==> config.mk <==
export PLATFORM = sky130hd
export DESIGN_NAME = voice_mixer
export DESIGN_NICKNAME = d
export VERILOG_FILES = /design/src/rtl/voice_mixer.sv
export SDC_FILE = /design/constraint.sdc
export NUM_CORES = 1
export LEC_CHECK = 0
export ABC_AREA = 0
export CAP_MARGIN = 15
export CORE_MARGIN = 4
export CORE_UTILIZATION = 55
export DETAILED_ROUTE_END_ITERATION = 7
export DONT_BUFFER_PORTS = 1
export PLACE_DENSITY = 0.7
export SYNTH_ARGS = -nofsm -noshare
export SYNTH_HDL_FRONTEND = slang
export SYNTH_SLANG_ARGS = --single-unit
==> constraint.sdc <==
create_clock -name Clk -period 5.49 [get_ports Clk]
set_input_delay 0.8235 -clock Clk [delete_from_list [all_inputs] [get_ports Clk]]
set_output_delay 0.8235 -clock Clk [all_outputs]
set_load 0.005 [all_outputs]
==> src/rtl/voice_mixer.sv <==
// voice_mixer: per-sample mixer between the voice oscillators and the codec
// interface. On each rising edge of the codec LR clock it snapshots the voice
// outputs, sums them one voice per clock, applies the master volume, and
// saturates to 16-bit signed. The result is held for LDATA/RDATA.
//
// Handshake: sample_valid is a single-cycle strobe with no ready. It is high in
// the cycle where sample_out first carries the new sample. sample_out then
// holds that value until the next strobe.
module voice_mixer #(
  parameter int NUM_VOICES = 4
) (
  input  logic                    Clk,
  input  logic                    Reset,
  input  logic                    lrck,
  input  logic [16*NUM_VOICES-1:0] voice_in,
  input  logic [7:0]              master_vol,
  input  logic                    mute,
  input  logic                    clr_flags,
  output logic [15:0]             sample_out,
  output logic                    sample_valid,
  output logic                    busy,
  output logic                    clip,
  output logic                    overrun,
  output logic [1:0]              state_dbg
);

  // Accumulator wide enough for NUM_VOICES full-scale voices.
  localparam int SUM_W = 16 + $clog2(NUM_VOICES);
  // Product of the accumulator and the 9-bit signed (zero-extended) volume.
  localparam int PW    = SUM_W + 9;
  localparam int IDX_W = (NUM_VOICES > 1) ? $clog2(NUM_VOICES) : 1;

  localparam logic signed [PW-1:0] MAX_S = PW'(32767);
  localparam logic signed [PW-1:0] MIN_S = PW'(-32768);

  typedef enum logic [1:0] {
    IDLE   = 2'd0,
    ACCUM  = 2'd1,
    SCALE  = 2'd2,
    OUTPUT = 2'd3
  } state_t;

  state_t state, next_state;

  logic s1, s2, s3;
  logic lrck_rise;

  logic signed [15:0]      snap [NUM_VOICES];
  logic [7:0]              vol_snap;
  logic                    mute_snap;
  logic signed [SUM_W-1:0] acc;
  logic [IDX_W-1:0]        idx;
  logic signed [PW-1:0]    scaled;
  logic signed [PW-1:0]    prod_c;
  logic                    last_voice;
  logic [15:0]             sat_val;
  logic                    sat_clip;

  // Three-flop synchroniser for the asynchronous LR clock; rising edge from s2/s3.
  always_ff @(posedge Clk) begin
    if (Reset) begin
      s1 <= 1'b0;
      s2 <= 1'b0;
      s3 <= 1'b0;
    end else begin
      s1 <= lrck;
      s2 <= s1;
      s3 <= s2;
    end
  end

  assign lrck_rise  = s2 & ~s3;
  assign last_voice = (idx == IDX_W'(NUM_VOICES - 1));

  // FSM state register.
  always_ff @(posedge Clk) begin
    if (Reset) state <= IDLE;
    else       state <= next_state;
  end

  // FSM next-state logic: one pass IDLE -> ACCUM (N cycles) -> SCALE -> OUTPUT.
  always_comb begin
    next_state = state;
    case (state)
      IDLE:    if (lrck_rise)  next_state = ACCUM;
      ACCUM:   if (last_voice) next_state = SCALE;
      SCALE:   next_state = OUTPUT;
      OUTPUT:  next_state = IDLE;
      default: next_state = IDLE;
    endcase
  end

  // FSM outputs: busy flag and state visibility for debug.
  always_comb begin
    busy      = (state != IDLE);
    state_dbg = state;
  end

  // Signed product. The volume is zero-extended so 0xFF stays positive.
  always_comb begin
    prod_c = PW'(acc) * PW'($signed({1'b0, vol_snap}));
  end

  // Saturate the scaled value to 16-bit signed and flag whether it clipped.
  always_comb begin
    sat_val  = scaled[15:0];
    sat_clip = 1'b0;
    if (scaled > MAX_S) begin
      sat_val  = 16'h7FFF;
      sat_clip = 1'b1;
    end else if (scaled < MIN_S) begin
      sat_val  = 16'h8000;
      sat_clip = 1'b1;
    end
  end

  // Datapath: snapshot on the LR edge, accumulate one voice per cycle, then scale.
  always_ff @(posedge Clk) begin
    if (Reset) begin
      for (int k = 0; k < NUM_VOICES; k++) snap[k] <= '0;
      vol_snap  <= '0;
      mute_snap <= 1'b0;
      acc       <= '0;
      idx       <= '0;
      scaled    <= '0;
    end else begin
      case (state)
        IDLE: begin
          if (lrck_rise) begin
            for (int k = 0; k < NUM_VOICES; k++) snap[k] <= voice_in[16*k +: 16];
            vol_snap  <= master_vol;
            mute_snap <= mute;
            acc       <= '0;
            idx       <= '0;
          end
        end
        ACCUM: begin
          acc <= acc + SUM_W'(snap[idx]);
          idx <= idx + 1'b1;
        end
        SCALE: begin
          // Arithmetic shift, so negative results round toward -inf.
          scaled <= prod_c >>> 8;
        end
        default: ;
      endcase
    end
  end

  // Output register, valid strobe, and sticky flags. A set wins over a same-cycle clear.
  always_ff @(posedge Clk) begin
    if (Reset) begin
      sample_out   <= '0;
      sample_valid <= 1'b0;
      clip         <= 1'b0;
      overrun      <= 1'b0;
    end else begin
      sample_valid <= (state == OUTPUT);
      if (state == OUTPUT) sample_out <= mute_snap ? 16'h0000 : sat_val;

      if ((state == OUTPUT) && sat_clip && !mute_snap) clip <= 1'b1;
      else if (clr_flags)                              clip <= 1'b0;

      if (lrck_rise && (state != IDLE)) overrun <= 1'b1;
      else if (clr_flags)               overrun <= 1'b0;
    end
  end

endmodule

* Word-level counts from Yosys, hierarchy flattened
Memory sizes are Yosys's and may differ from the RTL's. A register that Yosys moved wholly into a read port is not among the register bits.
Index checks and enable logic that the tools add are counted.
** Cells by class
- Magnitude comparators :: 2
- Eq/ne operators :: 6
- Multiply operators :: 1
- Add/subtract/negate cells :: 2
- Bitwise logic cells :: 6
- Reduce and logical (&&, ||, !) cells :: 12
- Muxes and demuxes :: 27
** Operator list (count)
- 2-to-1 mux 16 bit :: 7
- case mux 18 bit (2 select lines) :: 1
- multiplier 18 x 9 -> 27 bit :: 1
- > comparator 19 x 16 -> 1 bit, second input constant :: 1
- < comparator 19 x 16 -> 1 bit, second input constant :: 1
- adder 18 x 16 -> 18 bit :: 1
- 2-to-1 mux 18 bit :: 1
- 2-to-1 mux 1 bit :: 11
- 2-to-1 mux 2 bit :: 5
- case mux 2 bit (4 select lines) :: 1
- nonzero test 2 bit :: 4
- == test 2 bit, second input constant :: 3
- AND reduction 2 bit :: 3
- inequality test 2 bit, second input constant :: 2
- bitwise OR 1 bit :: 4
- case mux 2 bit (2 select lines) :: 1
- logical AND 1 bit :: 3
- adder 2 x 1 -> 2 bit, second input constant :: 1
- == test 2 x 1 -> 1 bit, second input constant :: 1
- logical NOT 2 bit :: 1
- AND 1 bit :: 1
- logical NOT 1 bit :: 1
- inverter 1 bit :: 1
** Storage, ports and cells
- Memories :: 1
- Bits in writable memories :: 64
- Register bits :: 72
** Memories
- snap :: words 4, bits a word 16, rd ports 1, clocked after memory_dff 1, wr ports 4, line 48 : logic signed [15:0] snap [NUM_VOICES];

* Depth between registers and ports, before layout
- Word-level depth :: 7
- Depth in mapped cells :: 19
- Gate-level depth less buffers :: 18

* Worst setup path before layout
OpenSTA, ideal clock, no wires.
- Kind :: flip-flop to flip-flop
- Start point :: reg vol_snap[2]
- End point :: reg scaled[18] (netlist name)
- Data required time :: 5427 ps
- Data arrival time :: 4965 ps
- Slack :: 463 ps
- Setup time :: 63 ps
- Cell stages (with the launch flop) :: 19
- Cells stage by stage :: dfxtp_1 > clkbuf_1 > buf_1 > nand2_1 > fa_1 > inv_1 > fa_1 > fa_1 > inv_1 > fa_1 > inv_1 > ha_1 > and2_1 > a221o_1 > a21oi_1 > a31oi_1 > o311a_1 > mux2_2 > nand3_1
** Between the ends
- Longest elaborated chain between the ends :: 1
** Ends and longest elaborated chain
- start, declared :: line 49 : logic [7:0] vol_snap;
- start signal, assigned :: line 131 : vol_snap <= master_vol;
- multiplier 18 x 9 -> 27 bit :: line 101 : prod_c = PW'(acc) * PW'($signed({1'b0, vol_snap}));
Every way passes these cells.
A chain may end at the register's enable or synchronous reset.

* Final worst setup path
- Start point :: reg vol_snap[4]
- End point :: reg scaled[18] (netlist name)
** Between the ends
- Longest elaborated chain between the ends :: 1
** Ends and longest elaborated chain (line)
- multiplier 18 x 9 -> 27 bit :: 101
Every way passes these cells.

==> summary.txt <==
Die
  – Effective utilization at floorplan: a little under three fifths
  – Core area: between 20,000 and 25,000 um^2
  – Die width: about 150 um
  – # rows: between 50 and 60
  – I/O pin cnt: about 100
  – Die span in y: 151 um
  – Die area: about 23,000 um^2

Setup path
  – Worst r2r src: vol_snap[4]
  – Reg2reg setup slack: ~0.27 ns
  – Critical path fanouts, max: 15
  – CP Data Required Time: about 5.9 ns
  – Worst r2r dst: scaled[18]
  – Critical Path End Type: register
  – CP Class: register to register
  – Worst reg2reg path depth: 15
  – WP data arrival: about 5.6 ns
  – CP Launch Type: register

Synthesis
  – Yosys cell types: between 60 and 70
  – Post-Synthesis Cells: between 1,000 and 1,500
  – Post-Synthesis Cell Area: around 11,000 um^2
  – Synth top area share: between 20% and 30%
  – Leading area contributor after synthesis: fa_1
  – Number of enable flip-flop cells after synthesis: 64
  – Post-synthesis average cell area: 9.85 um^2
  – Syn_nets: around 1,400
  – Most used flip-flop cell after synthesis: dfxtp_1
  – Synth top area cells: fa_1 (20%), edfxtp_1 (17%), dfxtp_1 (13%)
  – #FFs+latches synth: between 100 and 150
  – Async S/R FF share, synth: 0%
  – Register area share after synthesis: between 30% and 40%
  – Ys Warns: 0

Global route
  – Largest net degree at the start of global routing: 74
  – Total grt overflow: 0
  – Antenna violations before repair: 0
  – Tot GR Track Use: 21.1%
  – First-pass GRT wire length: 38,500 um
  – Vias in the first global route: between 8,000 and 9,000

Finish
  – Share of layout cells above drive strength 1: between 7 and 8%
  – ANT cells: 0
  – Fin util: about three fifths
  – Reg area: between 3000 and 4000 um^2
  – Final instance area: 12,200 um^2
  – Fin nets: 1,400
  – Multi-input gate area: 7090 um^2
  – Filler cell count: 1,693
  – P&R area growth vs syn: 7.61%

Timing
  – Max Slew Vio Count: 0
  – Final Hold Viols: 0
  – Worst Skew: around 0.017 ns
  – TNS Setup: 0 ns
  – Fin crit share: 95.0%
  – Fmax achieved: around 0.19 GHz
  – Slew margin rel.: a little under half
  – Tmin final: 5.22 ns
  – Final setup vio count: 0
  – RSZ-0062 raised after global routing: no
  – Min Hold Slack: approximately 0.44 ns
  – Slew at the pin closest to its max-slew limit: about 0.82 ns

CTS
  – Cts-stage hold buffer count: 0
  – Clock Tree Root: clkbuf_16
  – Reg clk slew, reported paths: 0.07 ns
  – Clock tree buffer depth: 2
  – Num CTS Buffers: 17
  – # Post-CTS Setup Buffers: 0
  – H-tree level count: 4
  – CTS tree: done
  – Clock sinks: 138
  – Worst-Skew Late Latency: between 0.4 and 0.5 ns
  – # resized after CTS: 0

Detailed routing
  – Vias per inst: between 5 and 6
  – Antenna Nets Post-Route: 0
  – Drt wl/cell: 16.0 um
  – Residual DRC: 0
  – Drt initial violations: about 270
  – DRT Pass-1 Iters: 5
  – Vias post-DR: between 7,000 and 8,000
  – Total wire length: roughly 23,000 um

Power
  – Max rail drop VDD: 222 uV
  – Pleak: 5.61 nW
  – Pwr per Cell Area: around 240 nW/um^2
  – Pwr Total: about 2.9 mW

Place
  – Gpl congestion: roughly 0.9
  – DP HPWL: between 15,000 and 20,000 um
  – Port bufs: 0
  – Area after DPL: 11,600 um^2

Min path
  – WHS Endpoint: s2
  – Hold Path Class: register to register
  – Hold path start: s1
  – Hold depth: 1

Job
  – MaxCap Viol Count: 0

Outcome
  – Status: completed
[power breakdown]
| part | internal (mW) | leakage (nW) | total [mW] | switching (mW) |
|---|---|---|---|---|
| combinational | 0.196 | 4.05 | 0.468 | 0.272 |
| sequential | 1.16 | 1.27 | 1.23 | 0.0772 |
| clock | 0.680 | 0.289 | 1.16 | 0.483 |
[worst max-delay path by stage]
stage                      from          to  slack, ns  depth (start not counted)
floorplan           vol_snap[2]  scaled[18]       0.46                         18
global placement    vol_snap[2]  scaled[18]       0.30                         16
detailed placement  vol_snap[2]  scaled[18]       0.23                         16
CTS                 vol_snap[2]  scaled[18]       0.20                         16
global route        vol_snap[4]  scaled[18]       0.03                         15
finish              vol_snap[4]  scaled[18]       0.27                         15
[through the flow]
step | cells | setup slack, ns
2_1_floorplan | 1150 | 0.463
3_3_place_gp | 1387 | 0.295
3_5_place_dp | 1387 | 0.234
4_1_cts | 1419 | 0.202
5_1_grt | 1419 | 0.0294
6_report | 1419 | 0.273
[metal layers]
metal	share of wire, %	up-vias	global-route usage, %
met1	45	3732	28.2
met5	0	-	0
met4	1.8	0	5.85
li1	-	3768	-
met2	48	196	35.9
met3	4.8	34	3.18
[kinds of logic after synthesis]
kind of cell | synth area share, %
simple gates | 17.2
mux | 4.08
flops | 30.1
xor+xnor | 2.09
buf+inv | 7.39
compound gates | 10.9
fa+ha+maj | 28.2
[area by class of cell]
class | instances | share of cell area [%]
clock buffer | 18 | 3.52
clock inverter | 14 | 1.29
inverter | 172 | 5.30
multi-input combinational | 791 | 58.2
sequential | 138 | 28.0
tap | 270 | 2.77
timing repair buffer | 16 | 0.986
[sequential cells by signal (all words and copies together), names as in the netlist, 2 cells and up, named ones only]
signal and flops:
acc 18, snap 64, state_dbg 2, idx 2, scaled 19, sample_out 16
vol_snap 8
[cells in the final DEF (no fill, tap or decap), drive strengths merged, types with 6 or more instances in the layout]
cell and instances:
buf 16, a21o 20, xnor2 11, a31oi 10
and2 142, mux4 16, dfxtp 74, o21a 6
edfxtp 64, xor2 16, a22oi 10, a211oi 8
nand2 98, inv 180, fa 114, mux2i 9
a22o 11, ha 73, nor2 40, nor3b 7
nand2b 27, a21oi 47, nand4 7, clkbuf 18
nor2b 12, nor3 9, o21ai 42
[worst max-delay path, cell delays in order, from the launching register on]
cell	delay (ns)
dfxtp_1	0.67
and2_1	0.25
fa_1	0.45
fa_1	0.47
fa_1	0.54
inv_1	0.05
fa_1	0.52
inv_1	0.04
ha_1	0.36
and2_1	0.21
a221o_1	0.32
a21oi_1	0.27
a31oi_1	0.25
o311a_1	0.40
mux2_2	0.27
nand3_1	0.07
[synth_stat cells (3+ instances only)]
cell      instances
nor2_1           40
mux4_2           16
xnor2_1          11
nand2_1          97
nor3b_1           7
dfxtp_1          74
and3_1            3
fa_1            114
edfxtp_1         64
a21oi_1          47
nand2b_1         27
a211oi_1          8
nor2b_1          12
and2_1          138
or3_1             3
buf_1             7
o21bai_1          3
o211ai_1          3
inv_1           171
o21ai_0          42
nand4b_1          3
nand4_1           7
a31o_2            3
a22oi_1          10
nand3_1           3
a21o_1           20
o21a_1            6
a22o_1           11
ha_1             73
nor3_1            9
and2_2            4
clkbuf_1         40
nand3b_1          3
xor2_1           16
a31oi_1          10
mux2i_1           9
Power figures use the tool's default switching activity.
